$ cat src/rtl/priority_encoder_pkg.sv
// Shared constants and helpers for the registered priority encoder.
package priority_encoder_pkg;

    localparam int PE_WIDTH = 8;

    function automatic int pe_idx_w(input int width);
        return $clog2(width);
    endfunction

endpackage

$ cat src/rtl/priority_encoder_core.sv
// Combinational leading-one detect: index of the highest set bit of d.
module priority_encoder_core
    import priority_encoder_pkg::*;
#(
    parameter  int WIDTH = PE_WIDTH,
    localparam int IDX_W = pe_idx_w(WIDTH)
) (
    input  logic [WIDTH-1:0] d,
    output logic [IDX_W-1:0] idx,
    output logic             any_set
);

    // Ascending scan where later matches overwrite earlier ones, so the highest set bit wins.
    always_comb begin
        idx     = '0;
        any_set = 1'b0;
        for (int i = 0; i < WIDTH; i++) begin
            if (d[i]) begin
                idx     = IDX_W'(i);
                any_set = 1'b1;
            end
        end
    end

endmodule

$ cat src/rtl/priority_encoder.sv
// Registered priority encoder: one-cycle latency, synchronous active-high reset.
module priority_encoder
    import priority_encoder_pkg::*;
#(
    parameter  int WIDTH = PE_WIDTH,
    localparam int IDX_W = pe_idx_w(WIDTH)
) (
    input  logic             clk,
    input  logic             rst,
    input  logic [WIDTH-1:0] d,
    output logic [IDX_W-1:0] y,
    output logic             valid
);

    logic [IDX_W-1:0] idx;
    logic             any_set;

    priority_encoder_core #(
        .WIDTH (WIDTH)
    ) u_core (
        .d       (d),
        .idx     (idx),
        .any_set (any_set)
    );

    // Output register; valid disambiguates y=0 between d=0 and only bit 0 set.
    always_ff @(posedge clk) begin
        if (rst) begin
            y     <= '0;
            valid <= 1'b0;
        end else begin
            y     <= idx;
            valid <= any_set;
        end
    end

endmodule

$ cat config.mk
export PLATFORM = sky130hd
export DESIGN_NAME = priority_encoder
export DESIGN_NICKNAME = d
export VERILOG_FILES = /design/src/rtl/priority_encoder_pkg.sv /design/src/rtl/priority_encoder_core.sv /design/src/rtl/priority_encoder.sv
export SDC_FILE = /design/constraint.sdc
export NUM_CORES = 1
export LEC_CHECK = 0
export ABC_AREA = 1
export CORE_AREA = 10 10 47 49
export CTS_BUF_LIST = sky130_fd_sc_hd__clkbuf_8
export CTS_CLUSTER_DIAMETER = 60
export DETAILED_ROUTE_END_ITERATION = 12
export DIE_AREA = 0 0 57 59
export DONT_BUFFER_PORTS = 1
export GPL_TIMING_DRIVEN = 0
export PLACE_DENSITY_LB_ADDON = 0.25
export SLEW_MARGIN = 20
export SYNTH_ARGS = -nofsm -noshare
export SYNTH_HDL_FRONTEND = slang
export SYNTH_SLANG_ARGS = --single-unit
$ cat constraint.sdc
create_clock -name clk -period 0.8 [get_ports clk]
set_input_delay 0.16 -clock clk [delete_from_list [all_inputs] [get_ports clk]]
set_output_delay 0.16 -clock clk [all_outputs]
set_load 0.02 [all_outputs]
==> flow_summary.ini, run 1 <==
[run_status]
outcome = finished, final reports clean

[routing]
wirelength_microns = 569
firstDrtPassIters = 7
ant_nets = 0
via_count = 175
drc_errors = 0
wl_per_cell_microns = 13.55
vias_per_cell = 4.167
drt-initial-drc-count = 17

[placed_design]
portBuffers = 0
place_inst = 39
place_congestion = 0.7335
dpl.hpwl_microns = 486.8

[floorplanning]
die_area_sq_mm = 0.003363
rows = 14
io_pins = 14
die_y_microns = 59
initial_core_util_pct = 12.05
core_sq_mm = 0.001401
die_w_microns = 57

[finish]
utilization_pct = 16.79
n_antenna_cell = 0
areaGrowthSynthToFinish_pct = 39.26
instances_no_fill = 42
layout-drive-gt1-share_pct = 34.62
layout_commonest_cell = inv_1
final_cell_mix = inv_1 (6), nand2_1 (5), dfxtp_2 (4)
nets = 38

[timing]
finalSetupViolations = 0
setup-tns-final_ps = 0
max_freq_mhz = 1335
slew_violations = 0
finalHoldViolations = 0
grt_setup_unrepaired = false
period_needed_ps = 749.3
finalCritPeriodShare_pct = 93.66
worstMarginPinSlew_ps = 223.0
relSlewSlack_pct = 84.94
hold_slack_ps = 3.797

[worst_setup_path]
critPathKind = flip-flop to output port
cp.depth = 0
cp-end-kind = output port
start_kind = flip-flop
endpoint = y[1]
critPathLaunch = y[1]
arrival_ps = 590
critPathMaxFanout = 1
cp_data_required_time_ps = 640

[logic_synthesis]
ys_ff_latch = 4
syn_area_sq_um = 168.9
synth.distinct_cells = 10
syn_nets = 33
synth_seq_area_share_pct = 47.41
syn_area_per_cell_sq_um = 7.344
yosysWarnings = 0
synthCells = 23

[hold_path]
min_path_type = input pin to flip-flop
min-delay-start = rst

[clock_network]
cts_tree = built
cts_sinks = 4
cts_buffer_depth = 2
path_clk_slew_ps = 30
cts_buffers = 3
htreeDepth = 1
root_buffer = clkbuf_8

[power]
leakagePower_uw = 0.0001128
ir_drop_mv = 0.5514
power.density_mw_per_mm2 = 2923

[flow_run]
drv_cap = 0

[grt]
grt_pass1_vias = 189
grt-ovfl-total = 0
grt_start_max_net_pins = 5
grt_util_all_layers_pct = 3.319
grt_antenna_before_repair = 0
grt_pass1_wl_microns = 800
layer usage:
layer  track usage (%)  vias to the layer above  wire (microns)
met5                 0                        -               0
met4             2.013                        0               7
met3             4.292                        2             154
met2             2.946                       25             183
met1             3.774                       71             223
li1                  -                       77               -
synthesized netlist by cell type:
cell type	instances	area share, %
inv_1	6	13
nand2_1	5	11
dfxtp_1	4	47
a21oi_1	2	5.9
a21oi_2	1	5.2
a41oi_1	1	5.2
nor2_1	1	2.2
nor2_2	1	3.7
nor3_1	1	3.0
o21ai_0	1	3.0
repair_timing:
item	CTS	global route
gates resized for setup	4	0
hold buffers	0	0
endpoints found under the hold margin	0	0
endpoints found under the setup margin	4	0
setup buffers	0	0
area by class of cell:
class	instances	area, sq um
clock buffer	3	41.29
fill	164	1166
inverter	6	22.52
multi-input combinational	13	66.31
sequential	4	85.08
tap	16	20.02
stage by stage:
| step | instance area (sq um) | total power, uW | setup WS, ps |
|---|---|---|---|
| after global routing | 235.2 | 715.0 | 36.77 |
| after global placement | 188.9 | 270.7 | 190.1 |
| after detailed placement | 188.9 | 274.3 | 140.9 |
| final | 235.2 | 687.5 | 50.69 |
| after CTS | 235.2 | 701.6 | 41.74 |
| after floorplan | 168.9 | 263.6 | 240.4 |
sequential cells by signal, summed over array words and instances (netlist names):
register and cells:
y 3, valid 1
worst min path at each step:
stage	to	slack, ps	depth (start not counted)
2_1_floorplan	y[0]	220	1
3_3_place_gp	y[0]	230	1
3_5_place_dp	y[0]	230	1
4_1_cts	y[0]	0.8	1
5_1_grt	y[0]	1	1
6_report	y[0]	4	1
kinds of logic (layout without fill, tap and decap cells):
logic type	Yosys count	count (layout)	share of synthesized area, %
compound gates	5	5	19.26
buf+inv	6	9	13.33
simple gates	8	8	20.00
flops	4	4	47.41
power by group:
group	leakage [uW]	total, uW	internal, uW	switching (uW)
combinational	0.0000572	34.1	14.0	20.1
clock	0.0000216	414	320	93.8
sequential	0.0000340	240	217	22.5
total	0.000113	688	551	136
Note: power is estimated with default switching activity, not from simulation.
==> inputs of run 2 (changes only) <==
SYNTH_HIERARCHICAL = 1   (was unset)
==> run 2 against run 1 <==
Effect of this change:
- non-clock buffer count stayed put
- via count is 5.1% lower
- flip-flop and latch count stayed put
- cell area is 8.0% higher
- critical path depth stayed put
- sequential power hardly changed
- core utilization is 1.3 points higher
- synthesized cell count is 39% higher
- critical endpoint is now y[2]
- largest power group unchanged
==> flow_summary.ini, run 2 <==
[clock_network]
holdBufCountCts = 0
root_buffer = clkbuf_8
path_clk_slew_ps = 30
htreeDepth = 1
cts_tree = built
cts_setup_buffers = 0
cts_sinks = 4
cts_resized = 4
cts_buffers = 3
cts_buffer_depth = 2

[worst_setup_path]
critPathLaunch = y[2]
critPathMaxFanout = 1
start_kind = flip-flop
arrival_ps = 590
critPathKind = flip-flop to output port
cp-end-kind = output port
cp_data_required_time_ps = 640

[routing]
firstDrtPassIters = 1
wl_per_cell_microns = 9.078
drt-initial-drc-count = 0
wirelength_microns = 463
vias_per_cell = 3.255
via_count = 166
drc_errors = 0
ant_nets = 0

[timing]
grt_setup_unrepaired = false
max_freq_mhz = 1341
fin_ws_ps = 54.20
finalSetupViolations = 0
hold_slack_ps = 6.205
finalHoldViolations = 0
slew_violations = 0
finalCritPeriodShare_pct = 93.23
worstMarginPinSlew_ps = 179.6
period_needed_ps = 745.8
relSlewSlack_pct = 87.98
setup-tns-final_ps = 0

[placed_design]
place_congestion = 0.5679
preCtsSetupSlack_ps = 115.5
dpl.hpwl_microns = 400
portBuffers = 0

[logic_synthesis]
yosys-top-cells-count = inv_1 (10), nand2_1 (10), nor2_1 (6)
synthCells = 32
synth.area.top_cells = dfxtp_1 (43%), inv_1 (20%), nand2_1 (20%)
syn_area_sq_um = 187.7
ys_ff_latch = 4
synth.distinct_cells = 6
synthArstFlopShare_pct = 0
synth_top_flop_cell = dfxtp_1
synth_top_area_share_pct = 42.67
yosysWarnings = 6
yosysTopAreaCell = dfxtp_1
synth_edf_count = 0
synth_seq_area_share_pct = 42.67
syn_area_per_cell_sq_um = 5.865
syn_nets = 42

[finish]
seqCellArea_sq_um = 85.08
areaGrowthSynthToFinish_pct = 35.33
top_register = y
nFillCells = 167
final_cell_mix = inv_1 (10), nand2_1 (10), nor2_1 (6)
multi_input_area_sq_um = 70.07
largest_register_ffs = 3
n_antenna_cell = 0
top_regs = y x3, valid x1
nets = 47
utilization_pct = 18.13
layout-drive-gt1-share_pct = 20.00

[run_status]
outcome = finished, final reports clean

[floorplanning]
die_w_microns = 57
initial_core_util_pct = 13.39
rows = 14
io_pins = 14
die_area_sq_mm = 0.003363
core_sq_mm = 0.001401
die_y_microns = 59

[power]
power.switching_uw = 135.3
power.density_mw_per_mm2 = 2705
ir_drop_mv = 0.4086
leakagePower_uw = 0.0001574
p_sw_share_pct = 19.69
p_clk_share_pct = 60.1
pwr-share-seq_pct = 34.9
internal-power_uw = 551.7
comb_power_share_pct = 5.0

[hold_path]
min-delay-start = rst
whs_endpoint = y[2]
min_path_type = input pin to flip-flop
holdPathStages = 1

[grt]
grt_pass1_wl_microns = 724
grt_pass1_vias = 190
grt_start_max_net_pins = 5
grt_util_all_layers_pct = 3.191
grt_antenna_before_repair = 0
grt-ovfl-total = 0

[flow_run]
drv_cap = 0
==> run 2: logic make-up after synthesis <==
logic type,count (synthesis),synth area share (%)
flops,4,42.67
simple gates,18,37.33
buf+inv,10,20.00
==> run 2: final cells by class <==
| class | instances | area share (%) |
|---|---|---|
| Inverter | 10 | 14.78 |
| Tap cell | 16 | 7.882 |
| Sequential cell | 4 | 33.50 |
| Clock buffer | 3 | 16.26 |
| Multi-Input combinational cell | 18 | 27.59 |
==> run 2: worst max-delay path by stage <==
stage	slack (ps)	depth (start not counted)	to
after floorplan	150	6	valid
after global placement	90	6	valid
after detailed placement	120	6	valid
after CTS	40	0	y[2]
after global routing	40	0	y[2]
final	50	0	y[2]
==> run 2: power groups by stage <==
stage / sequential, uW / combinational, uW / clock (uW)
2_1_floorplan: 237 / 30.5 / 0
3_3_place_gp: 240 / 35.0 / 0
3_5_place_dp: 241 / 34.7 / 0
4_1_cts: 241 / 34.8 / 428
5_1_grt: 242 / 43.6 / 442
6_report: 240 / 34.1 / 413
==> run 2: stage by stage <==
step                power (uW)  std cells  area [sq um]
finish                   687.0         51         254.0
global route             727.4         51         254.0
CTS                      703.8         51         254.0
detailed placement       275.3         48         207.7
global placement         275.2         48         207.7
floorplan                267.4         32         187.7
==> run 2: layer usage <==
layer	GRT usage, %	share of wire (%)	vias to the layer above
met3	3.219	15	2
li1	-	-	94
met2	2.946	33	13
met4	5.034	3.7	0
met1	2.952	48	57
met5	0	0	-
==> inputs of run 3 (changes only) <==
CORE_AREA = 2 2 39 41   (was 10 10 47 49)
DIE_AREA = 0 0 41 43   (was 0 0 57 59)
==> run 3 against run 2 <==
Effect of this change:
- die area down 48%
- sequential share of layout area unchanged
- flip-flop and latch count unchanged
- combinational power up 4%
- global-route usage up 1.9 points
- sequential power about the same
- clock power about the same
==> flow_summary.ini, run 3 (synthesis gave the netlist of run 2 again) <==
[timing]
finalCritPeriodShare_pct = 91.91
finalSetupViolations = 0
setup-tns-final_ps = 0
grt_setup_unrepaired = false
max_freq_mhz = 1360
finalHoldViolations = 0
period_needed_ps = 735.3
slew_violations = 0
worstMarginPinSlew_ps = 206.3
relSlewSlack_pct = 86.20

[worst_setup_path]
endpoint = y[0]
critPathMaxFanout = 1
critPathKind = flip-flop to output port
cp.depth = 0
arrival_ps = 580
cp-end-kind = output port
critPathLaunch = y[0]
cp_data_required_time_ps = 640
start_kind = flip-flop

[clock_network]
path_clk_slew_ps = 30
cts_buffers = 3
root_buffer = clkbuf_8
holdBufCountCts = 0
cts_sinks = 4
cts_buffer_depth = 2
cts_tree = built
htreeDepth = 1

[grt]
grt_start_max_net_pins = 5
grt_util_all_layers_pct = 5.095
grt_pass1_vias = 172
grt_pass1_wl_microns = 545
grt_antenna_before_repair = 0
grt-ovfl-total = 0

[run_status]
outcome = finished, final reports clean

[finish]
n_antenna_cell = 0
areaGrowthSynthToFinish_pct = 35.33
fin_area_sq_um = 254.0
instances_no_fill = 51
nFillCells = 167
final_cell_mix = inv_1 (10), nand2_1 (10), nor2_1 (6)
largest_register_ffs = 3
multi_input_area_sq_um = 70.07
top_register = y
layout-drive-gt1-share_pct = 20.00
top_regs = y x3, valid x1
seqCellArea_sq_um = 85.08
nets = 47

[floorplanning]
io_pins = 14
die_area_sq_mm = 0.001763
die_y_microns = 43
core_sq_mm = 0.001384
die_w_microns = 41
rows = 14
initial_core_util_pct = 13.56

[routing]
via_count = 162
firstDrtPassIters = 1
vias_per_cell = 3.176
drc_errors = 0
drt-initial-drc-count = 0
ant_nets = 0
wl_per_cell_microns = 7.412
wirelength_microns = 378

[power]
finalPower_uw = 683.9
power.density_mw_per_mm2 = 2693
ir_drop_mv = 0.3294
leakagePower_uw = 0.0001574

[placed_design]
dpl.hpwl_microns = 309.5
portBuffers = 0
place_inst = 48
place_congestion = 0.6206
place_area_sq_um = 207.7

[flow_run]
drv_cap = 0

[hold_path]
min_path_type = input pin to flip-flop
holdPathStages = 1
-- run 3: cell counts in the layout (fill, tap and decap cells not counted) --
No cell type changed its count.
-- run 3: worst min-delay path by stage --
stage,startpoint,endpoint
global route,rst,y[2]
detailed placement,rst,y[1]
global placement,rst,valid
floorplan,rst,y[0]
CTS,rst,y[0]
finish,rst,y[2]
-- run 3: metrics by stage --
step	util [%]	hold WS (ps)	setup slack, ps
floorplan	-	231.2	154.1
finish	18.35	7.873	64.69
global route	18.35	2.518	46.55
global placement	15.01	235.8	86.81
detailed placement	15.01	235.0	71.30
CTS	17.99	9.396	10.00
-- run 3: repair_timing --
item                                    4_1_cts  5_1_grt
resized for setup                             0        4
endpoints found under the setup margin        0        4
setup buffers                                 0        0
-- run 3: final cells by class --
class                      instances  share of cell area, %
clock buffer                       3                  16.26
inverter                          10                  14.78
multi-input combinational         18                  27.59
sequential                         4                  33.50
tap                               16                  7.882
-- run 3: metal layers --
metal / up-vias / part of all wire (%) / track usage (%)
li1: 94 / - / -
met1: 59 / 40 / 5.380
met2: 9 / 49 / 5.938
met3: 0 / 11 / 0
met4: 0 / 0 / 10.00
met5: - / 0 / 0
-- run 3: power breakdown --
group	total (uW)	switching (uW)	internal (uW)
Clock	411	91.5	320
Combinational	35.3	20.8	14.4
Sequential	238	20.1	217
